`config.mk`:
```
export PLATFORM = sky130hd
export DESIGN_NAME = popcount_window_accumulator
export DESIGN_NICKNAME = d
export VERILOG_FILES = /design/src/rtl/popcount_window_accumulator.sv
export SDC_FILE = /design/constraint.sdc
export NUM_CORES = 1
export LEC_CHECK = 0
export ABC_AREA = 1
export BUFFER_PORTS_ARGS = -buffer_cell sky130_fd_sc_hd__buf_2
export CAP_MARGIN = 20
export CELL_PAD_IN_SITES_DETAIL_PLACEMENT = 2
export CELL_PAD_IN_SITES_GLOBAL_PLACEMENT = 2
export CORE_MARGIN = 8
export CORE_UTILIZATION = 31
export DETAILED_ROUTE_END_ITERATION = 12
export GPL_TIMING_DRIVEN = 0
export PLACE_DENSITY = 0.82
export REMOVE_ABC_BUFFERS = 1
export SYNTH_ARGS = -nofsm -noshare
export SYNTH_HDL_FRONTEND = slang
export SYNTH_SLANG_ARGS = --single-unit
```
`constraint.sdc`:
```
create_clock -name clk -period 3 [get_ports clk]
set_input_delay 0.45 -clock clk [delete_from_list [all_inputs] [get_ports clk]]
set_output_delay 0.45 -clock clk [all_outputs]
set_load 0.005 [all_outputs]
```
`src/rtl/popcount_window_accumulator.sv`:
```
// Sums clamped popcount samples over a window of up to WINDOW accepted transfers,
// then holds the window sum, sample count and threshold flag until the consumer takes it.
module popcount_window_accumulator #(
  parameter int WINDOW = 16,
  parameter int ACC_W  = 10,
  parameter int THRESH = 256,
  localparam int N_W   = $clog2(WINDOW + 1)
) (
  input  logic             clk,
  input  logic             rst,
  input  logic [5:0]       in_count,
  input  logic             in_valid,
  output logic             in_ready,
  input  logic             flush,
  output logic [ACC_W-1:0] out_sum,
  output logic [N_W-1:0]   out_n,
  output logic             out_above,
  output logic             out_valid,
  input  logic             out_ready,
  output logic             err_range
);

  if (ACC_W < $clog2(32 * WINDOW + 1)) begin : g_acc_w_check
    $error("ACC_W too narrow for 32*WINDOW");
  end

  typedef enum logic {ACCUM, HOLD} state_t;

  state_t           state_q, state_d;
  logic [ACC_W-1:0] acc_q, acc_d;
  logic [N_W-1:0]   n_q, n_d;
  logic [ACC_W-1:0] sum_q, sum_d;
  logic [N_W-1:0]   on_q, on_d;
  logic             above_q, above_d;
  logic             valid_q, valid_d;
  logic             err_q, err_d;

  logic             accept;
  logic             close;
  logic [ACC_W-1:0] acc_nxt;
  logic [N_W-1:0]   n_nxt;

  // Saturate an out-of-range sample to the largest legal popcount.
  function automatic logic [ACC_W-1:0] clamp_count(input logic [5:0] x);
    return (x > 6'd32) ? ACC_W'(32) : ACC_W'(x);
  endfunction

  function automatic logic above_thresh(input logic [ACC_W-1:0] s);
    return 64'(s) >= 64'(THRESH);
  endfunction

  assign in_ready = (state_q == ACCUM);
  assign accept   = in_valid & in_ready;
  assign acc_nxt  = acc_q + (accept ? clamp_count(in_count) : '0);
  assign n_nxt    = n_q + N_W'(accept);
  // A flush closes the window only if it would contain at least one sample.
  assign close    = (state_q == ACCUM) &&
                    ((accept && (n_nxt == N_W'(WINDOW))) || (flush && ((n_q != '0) || accept)));

  always_comb begin
    state_d = state_q;
    acc_d   = acc_q;
    n_d     = n_q;
    sum_d   = sum_q;
    on_d    = on_q;
    above_d = above_q;
    valid_d = valid_q;
    err_d   = err_q;
    case (state_q)
      ACCUM: begin
        acc_d = acc_nxt;
        n_d   = n_nxt;
        if (accept && (in_count > 6'd32)) err_d = 1'b1;
        if (close) begin
          state_d = HOLD;
          sum_d   = acc_nxt;
          on_d    = n_nxt;
          above_d = above_thresh(acc_nxt);
          valid_d = 1'b1;
        end
      end
      HOLD: begin
        if (valid_q && out_ready) begin
          state_d = ACCUM;
          valid_d = 1'b0;
          acc_d   = '0;
          n_d     = '0;
        end
      end
      default: state_d = ACCUM;
    endcase
  end

  always_ff @(posedge clk) begin
    if (rst) begin
      state_q <= ACCUM;
      acc_q   <= '0;
      n_q     <= '0;
      sum_q   <= '0;
      on_q    <= '0;
      above_q <= 1'b0;
      valid_q <= 1'b0;
      err_q   <= 1'b0;
    end else begin
      state_q <= state_d;
      acc_q   <= acc_d;
      n_q     <= n_d;
      sum_q   <= sum_d;
      on_q    <= on_d;
      above_q <= above_d;
      valid_q <= valid_d;
      err_q   <= err_d;
    end
  end

  assign out_sum   = sum_q;
  assign out_n     = on_q;
  assign out_above = above_q;
  assign out_valid = valid_q;
  assign err_range = err_q;

endmodule

```
== After elaboration in Yosys (flattened, before gate mapping) ==
Index checks and enable logic that the tools add are counted.
Widths: inputs -> output; s select.
Operators by class
  add/subtract/negate cells: 2
  magnitude comparators: 2
  eq/ne operators: 3
  mux-type cells: 12
  bitwise gates (word level): 2
  reductions and logical operators: 11
Operators with widths (count)
  $pmux 10 s2: 1
  $mux 6: 2
  $add 10x6->10: 1
  $ge 10x9->1 const B: 1
  $mux 10: 1
  $pmux 5 s2: 1
  $gt 6x6->1 const B: 1
  $reduce_and 2->1: 3
  $add 5x1->5: 1
  $eq 5x5->1 const B: 1
  $logic_and 1x1->1: 5
  $mux 5: 1
  $reduce_bool 5->1: 1
  $mux 1: 4
  $ne 2x1->1 const B: 2
  $pmux 1 s2: 2
  $logic_or 1x1->1: 2
  $and 1x1->1: 1
  $not 1->1: 1
Word-level totals
  bits in registers: 34
  output and inout bits: 19
  word-level logic and storage cells: 40

== Longest topological paths before layout ==
Gate-level depths: netlist of run 1.
  word-level depth: 9
  gate-level depth with buffers: 17
  gate-level depth less buffers: 17

== Worst setup path after synthesis of run 1 ==
No wires, ideal clock.
  kind: input to register
  start: input in_count[3]
  end: register above_q (netlist: out_above)
  setup time: 0.129 ns
  arrival: 1.973 ns
  data required time: 2.871 ns
  path slack: 0.898 ns
  stages: 15
  cell sequence: inv_1 nand4_1 o21ai_0 inv_1 nor3_1 ha_1 or2_2 nand3_1 nand2_1 nand2_1 nand2_1 nand2_1 nor2_1 nor2_1 nor2_1
On the way
  cells in the longest elaborated chain, start to end: 5
Ends and longest elaborated chain
  start, declared: RTL line 11  | input logic [5:0] in_count,
  $gt 6x6->1: RTL line 45  | return (x > 6'd32) ? ACC_W'(32) : ACC_W'(x);
  $mux 6 *: RTL line 45
  $mux 6 *: RTL line 54  | assign acc_nxt = acc_q + (accept ? clamp_count(in_count) : '0);
  $add 10x6->10 *: RTL line 54
  $ge 10x9->1 *: RTL line 49  | return 64'(s) >= 64'(THRESH);
  end signal, assigned: RTL line 110  | above_q <= above_d;
  end, declared: RTL line 34  | logic above_q, above_d;
Every way passes the cells marked *; elsewhere a longest branch is shown, timed or not.
A chain may end at the register's enable or synchronous reset.

== Worst setup path in the final report of run 1 ==
  start: register state_q
  end: register sum_q[7] (netlist: out_sum[7])
On the way
  cells in the longest elaborated chain, start to end: 8
  elaborated cells on any way between the ends: 12
  those cells by class: add/sub: 2; eq/ne: 1; mux: 1; bitwise: 2; reduce/logical: 6
Ends and longest elaborated chain
  start, declared: RTL line 29  | state_t state_q, state_d;
  start signal, assigned: RTL line 105  | state_q <= state_d;
  $not 1->1 (no line) *
  $and 1x1->1: RTL line 53  | assign accept = in_valid & in_ready;
  $add 5x1->5: RTL line 55  | assign n_nxt = n_q + N_W'(accept);
  $eq 5x5->1: RTL line 58  | ((accept && (n_nxt == N_W'(WINDOW))) || (flush && ((n_q != '0) || accept)));
  $logic_and 1x1->1: RTL line 58
  $logic_or 1x1->1: RTL line 58
  $logic_and 1x1->1: RTL line 57  | assign close = (state_q == ACCUM) &&
  $reduce_and 2->1 (no line)
  end signal, assigned: RTL line 108  | sum_q <= sum_d;
  end, declared: RTL line 32  | logic [ACC_W-1:0] sum_q, sum_d;
Marks and branches as above.

==> impl_metrics.tcl, run 1 <==
set metrics [dict create \
    via_per_inst 4.890 \
    clk_path_buf_depth 2 \
    fp.coreArea_mm2 0.005540 \
    drv_slew 0 \
    row_count 27 \
    grt_max_degree 25 \
    worst_r2r_endpoint "out_sum[7]" \
    ys_types 29 \
    cp.arrival_ns 2.84 \
    ir_worst_vdd_v 0.0002035 \
    track_usage_pct 13.92 \
    layout.cells.most_common_list "65 x nand2_1, 34 x dfxtp_1, 32 x nor2_1, 29 x buf_2, 27 x inv_1" \
    r2r_cells 14 \
    grt_pass1_wl_mm 9.584 \
    crit_path_frequent_cell "nor2_1" \
    ys_seq_area_share_pct 38.04 \
    first_pass_iters 4 \
    finalCritPeriodShare_pct 88.81 \
    cts_sinks 34 \
    max_stage_delay_ns 0.36 \
    holdPathStages 2 \
    power_mw 1.143 \
    rsz0062_at_grt "no" \
    status "complete, no violations" \
    cts_tree "done" \
    cts_root_buf "clkbuf_8" \
    clk_pin_slew_worst_paths_ns 0.07 \
    syn-cell-area_mm2 0.001789 \
    worst_hold_slack_ns 0.4739 \
    avgRoutedWirePerCell_um 15.90 \
    cts.repair.resized 0 \
    ys_seq_elements 34 \
    port_buffers 29 \
    maxCapViolCount 0 \
    worstPathRequired_ns 3.18 \
    initial_core_util_pct 32.29 \
    io_pins 30 \
    drc 0 \
    fin_setup_tns_ns 0 \
    synth_warnings 0 \
    place_ws_ns 0.2958 \
    max_freq_ghz 0.3753 \
    ctsHoldBuffers 0 \
    cts_setup_buffers 0 \
    die-height_um 91.97 \
    synth.avg_cell_area_um2 7.072 \
    setup.worst_path.class "flip-flop to flip-flop" \
    synth_area_leader_cell "dfxtp_1" \
    finalWirelength_mm 5.629 \
    dieArea_mm2 0.008458 \
    final_common_cell "nand2_1" \
    num_vias 1731 \
    relSlewSlack_pct 64.72 \
    ant_nets 0 \
    num-nets-final 301 \
    clock_latency_ns 0.29 \
    grt_pass1_vias 1941 \
    synthTopCellsByArea "dfxtp_1 38%, nand2_1 14%, nor2_1 6.7%" \
    drive_gt1_share_pct 18.09 \
    grt-ovfl-total 0 \
    hold_viol 0 \
    synth_top_cell_area_share_pct 38.04 \
    tightest_slew_ns 0.5286 \
    fin_crit_ns 2.664 \
    die_x_um 91.97 \
    antenna_found_initial 0 \
    cts_buffers 5 \
    path_max_fanout 24 \
    place.gp.congestion 0.6939 \
    r2r_setup_slack_ns 0.34 \
    leakage_nw 1.028 \
    dpl.hpwl_mm 4.110 \
    htreeDepth 2 \
    min_to "acc_q[4]" \
    crit_chain "inv_4, nand2_4, inv_1, ha_1, ha_1, nand3_2, nand2_1, nand2_1, nor2_1, nand2_2, nand2_4, inv_2, nor2_1, nor2_1" \
    holdCritPathClass "flip-flop to flip-flop" \
    power.density_mw_per_mm2 549.4 \
    cp_slowest_cell "dfxtp_1" \
    critPathLaunchType "flip-flop" \
    fin_ws_ns 0.3358 \
    drt_iter0_drc 25 \
    worstHoldStart "acc_q[4]" \
    cp-end-kind "flip-flop" \
    reg2reg_from "state_q" \
    syn2layout_area_growth_pct 16.22 \
    antenna_cells 0 \
    finClkSkew_ns 0.01051 \
    setup_viol 0 \
    synth_cells 253 \
]
[flip-flops by register name, indices dropped and copies added (netlist names)]
| name | flops |
|---|---|
| acc_q | 10 |
| err_range | 1 |
| n_q | 5 |
| out_above | 1 |
| out_n | 5 |
| out_sum | 10 |
| out_valid | 1 |
| state_q | 1 |
[stage by stage]
stage / cell area, um^2 / std cells / utilization (%)
4_1_cts: 2079 / 354 / 37.53
3_3_place_gp: 1971 / 346 / 35.57
6_report: 2079 / 354 / 37.53
2_1_floorplan: 1735 / 245 / -
5_1_grt: 2079 / 354 / 37.53
3_5_place_dp: 1971 / 346 / 35.57
[critical path: cells and delay by family, from the launching register on]
family	cells	cell delay (ns)
flip-flops	1	0.36
AND/OR/NAND/NOR	9	1.15
adder cells (fa/ha/maj)	2	0.51
buffers and inverters	3	0.52
[per-layer routing]
layer  vias up  part of all wire [%]  global-route usage, %
met1       839                    44                  15.95
li1        867                     -                      -
met5         -                     0                      0
met4         0                  0.80                  2.819
met3         6                   3.0                  2.852
met2        19                    52                  25.80
[cells by family after synthesis]
group,share of synthesized area (%)
adder cells (fa/ha/maj),6.714
flip-flops,38.04
buffers and inverters,9.230
XOR/XNOR,1.958
AND/OR/NAND/NOR,30.14
AO/OA/AOI/OAI,13.92
[cells in the mapped netlist]
library cell	number
nand3_2	2
clkbuf_1	3
a21oi_2	4
buf_6	3
o21ai_2	1
clkbuf_2	1
o21ai_0	12
fa_1	1
o21bai_1	1
nor2_1	32
inv_1	27
o21a_1	1
inv_2	1
dfxtp_1	34
nand2_4	2
nand4_1	6
ha_1	8
nand2_2	1
nand3_1	13
or2_2	2
buf_1	1
o21ai_1	3
a21boi_0	2
nand2_1	65
nor3_1	1
inv_4	1
xor2_1	4
and2_1	1
a21oi_1	20
[final cells by class]
cell class	instances	area, um^2
multi-input cells	182	943.4
well taps	72	90.09
repair buffers	29	145.1
clock buffers	5	68.82
inverters	29	111.4
clock inverters	3	40.04
flip-flops and latches	34	680.7
fillers	683	3461
[power by group]
part	leakage (nW)	internal, mW	switching, mW	total [mW]
Combinational	0.693	0.0725	0.137	0.209
Sequential	0.278	0.487	0.0231	0.510
Clock	0.0579	0.245	0.179	0.423
[how the worst max path moves through the flow]
stage / startpoint / end / depth (start not counted)
3_3_place_gp: in_valid / out_sum[7] / 15
4_1_cts: state_q / out_sum[7] / 14
3_5_place_dp: state_q / out_sum[7] / 14
5_1_grt: state_q / out_sum[2] / 14
2_1_floorplan: state_q / out_above / 17
6_report: state_q / out_sum[7] / 14
Power figures use the tool's default switching activity.
==> inputs of run 2 (changes only) <==
CORE_MARGIN = 5   (was 8)
SLEW_MARGIN = 10   (was not set)
==> run 2 against run 1 <==
  * First-iteration DRC count rose by 140%
  * Critical path depth unchanged
  * Maximum frequency is 1.6% higher
==> impl_metrics.tcl, run 2 (same netlist as run 1, synthesis figures left out) <==
set metrics [dict create \
    via_per_inst 4.833 \
    num-nets-final 301 \
    drv_slew 0 \
    fillers 702 \
    grt_max_degree 25 \
    die-height_um 85.97 \
    layout.cells.most_common_list "65 x nand2_1, 34 x dfxtp_1, 32 x nor2_1, 29 x buf_2, 27 x inv_1" \
    pwr-share-comb_pct 19.2 \
    path_buf_inv 3 \
    finalWirelength_mm 5.388 \
    cts_buffers 5 \
    ir_worst_vdd_v 0.0001513 \
    crit_chain "inv_4, nand2_4, inv_1, ha_1, ha_1, nand3_2, nand2_1, nand2_1, nor2_1, nand2_2, nand2_4, inv_2, nand2_1, a21oi_2" \
    fp.coreArea_mm2 0.005574 \
    cts.repair.resized 0 \
    max_freq_ghz 0.3813 \
    fin_crit_ns 2.622 \
    register_area_um2 680.7 \
    fin_setup_tns_ns 0 \
    grt_pass1_vias 1911 \
    power_switching_uw 336.6 \
    hold_viol 0 \
    cp_slowest_cell "dfxtp_1" \
    ctsHoldBuffers 0 \
    port_buffers 29 \
    antenna_found_initial 0 \
    die_x_um 85.97 \
    track_usage_pct 15.59 \
    antenna_cells 0 \
    relSlewSlack_pct 64.55 \
    finalCritPeriodShare_pct 87.41 \
    leakage_nw 1.019 \
    place_ws_ns 0.3340 \
    path_delay_family "simple AND/OR/NAND/NOR gates" \
    cp-end-kind "flip-flop" \
    reg2reg_from "state_q" \
    tightest_slew_ns 0.5311 \
    final_cells 354 \
    power.density_mw_per_mm2 524.6 \
    drt_iter0_drc 60 \
    ant_nets 0 \
    final_common_cell "nand2_1" \
    dp_cells 346 \
    critPathLaunchType "flip-flop" \
    final_cell_area_mm2 0.002062 \
    cp-startpoint "state_q" \
    crit_path_frequent_cell "nand2_1" \
    syn2layout_area_growth_pct 15.24 \
    cp.arrival_ns 2.79 \
    worstHoldStart "out_sum[8]" \
    p_int_uw 745.1 \
    clock_latency_ns 0.30 \
    swShare_pct 31.12 \
    first_pass_iters 4 \
    path_max_fanout 24 \
    cts_tree "done" \
    pwr-share-seq_pct 47.1 \
    holdCritPathClass "flip-flop to flip-flop" \
    avgRoutedWirePerCell_um 15.22 \
    rsz0062_at_grt "no" \
    finalCoreUtilization_pct 36.99 \
    place.gp.congestion 0.7496 \
    cts_sinks 34 \
    placed_cell_area_mm2 0.001971 \
    htreeDepth 2 \
    num_vias 1711 \
    clk_pin_slew_worst_paths_ns 0.07 \
    initial_core_util_pct 32.10 \
    drive_gt1_share_pct 17.73 \
    fin_ws_ns 0.3777 \
    worst_hold_slack_ns 0.4629 \
    grt_pass1_wl_mm 9.101 \
    setup_viol 0 \
    p_clk_share_pct 33.6 \
    grt-ovfl-total 0 \
    power_mw 1.082 \
    dpl.hpwl_mm 3.879 \
    io_pins 30 \
    drc 0 \
    clk_path_buf_depth 2 \
    setup.worst_path.class "flip-flop to flip-flop" \
    cts_setup_buffers 0 \
    maxCapViolCount 0 \
    row_count 27 \
    max_stage_delay_ns 0.36 \
    multi_input_area_um2 943.4 \
    status "complete, no violations" \
    worstPathRequired_ns 3.17 \
    dieArea_mm2 0.007391 \
    cts_root_buf "clkbuf_8" \
    finClkSkew_ns 0.01001 \
]
## run 2: worst reg2reg max path, cell delays in order, from the launching register on
cell and delay, ns:
dfxtp_1 0.36, inv_4 0.21, nand2_4 0.10, inv_1 0.13
ha_1 0.24, ha_1 0.27, nand3_2 0.10, nand2_1 0.09
nand2_1 0.10, nor2_1 0.16, nand2_2 0.11, nand2_4 0.25
inv_2 0.19, nand2_1 0.13, a21oi_2 0.06
## run 2: layer usage
metal	track usage (%)	part of all wire, %
met2	29.15	52
met5	0	0
met1	17.29	43
met4	4.460	1.3
met3	3.746	3.3
## run 2: area by class of cell
cell class,instances,area share [%]
tap,72,4.369
clock buffer,7,4.187
timing repair buffer,29,7.039
inverter,29,5.400
sequential,34,33.01
multi-input combinational,182,45.75
clock inverter,1,0.2427
## run 2: path summary, 6_finish.rpt
path	to	slack, ns	cells past startpoint
min reg2reg	out_sum[8]	0.46	2
min	out_sum[8]	0.46	2
max reg2reg	out_sum[9]	0.38	14
max	out_sum[9]	0.38	14
## run 2: power by group through the flow
stage,combinational (mW),sequential (mW),clock (mW)
3_5_place_dp,0.211,0.520,0
4_1_cts,0.214,0.510,0.376
5_1_grt,0.237,0.516,0.399
3_3_place_gp,0.203,0.518,0
2_1_floorplan,0.126,0.519,0
6_report,0.208,0.510,0.364
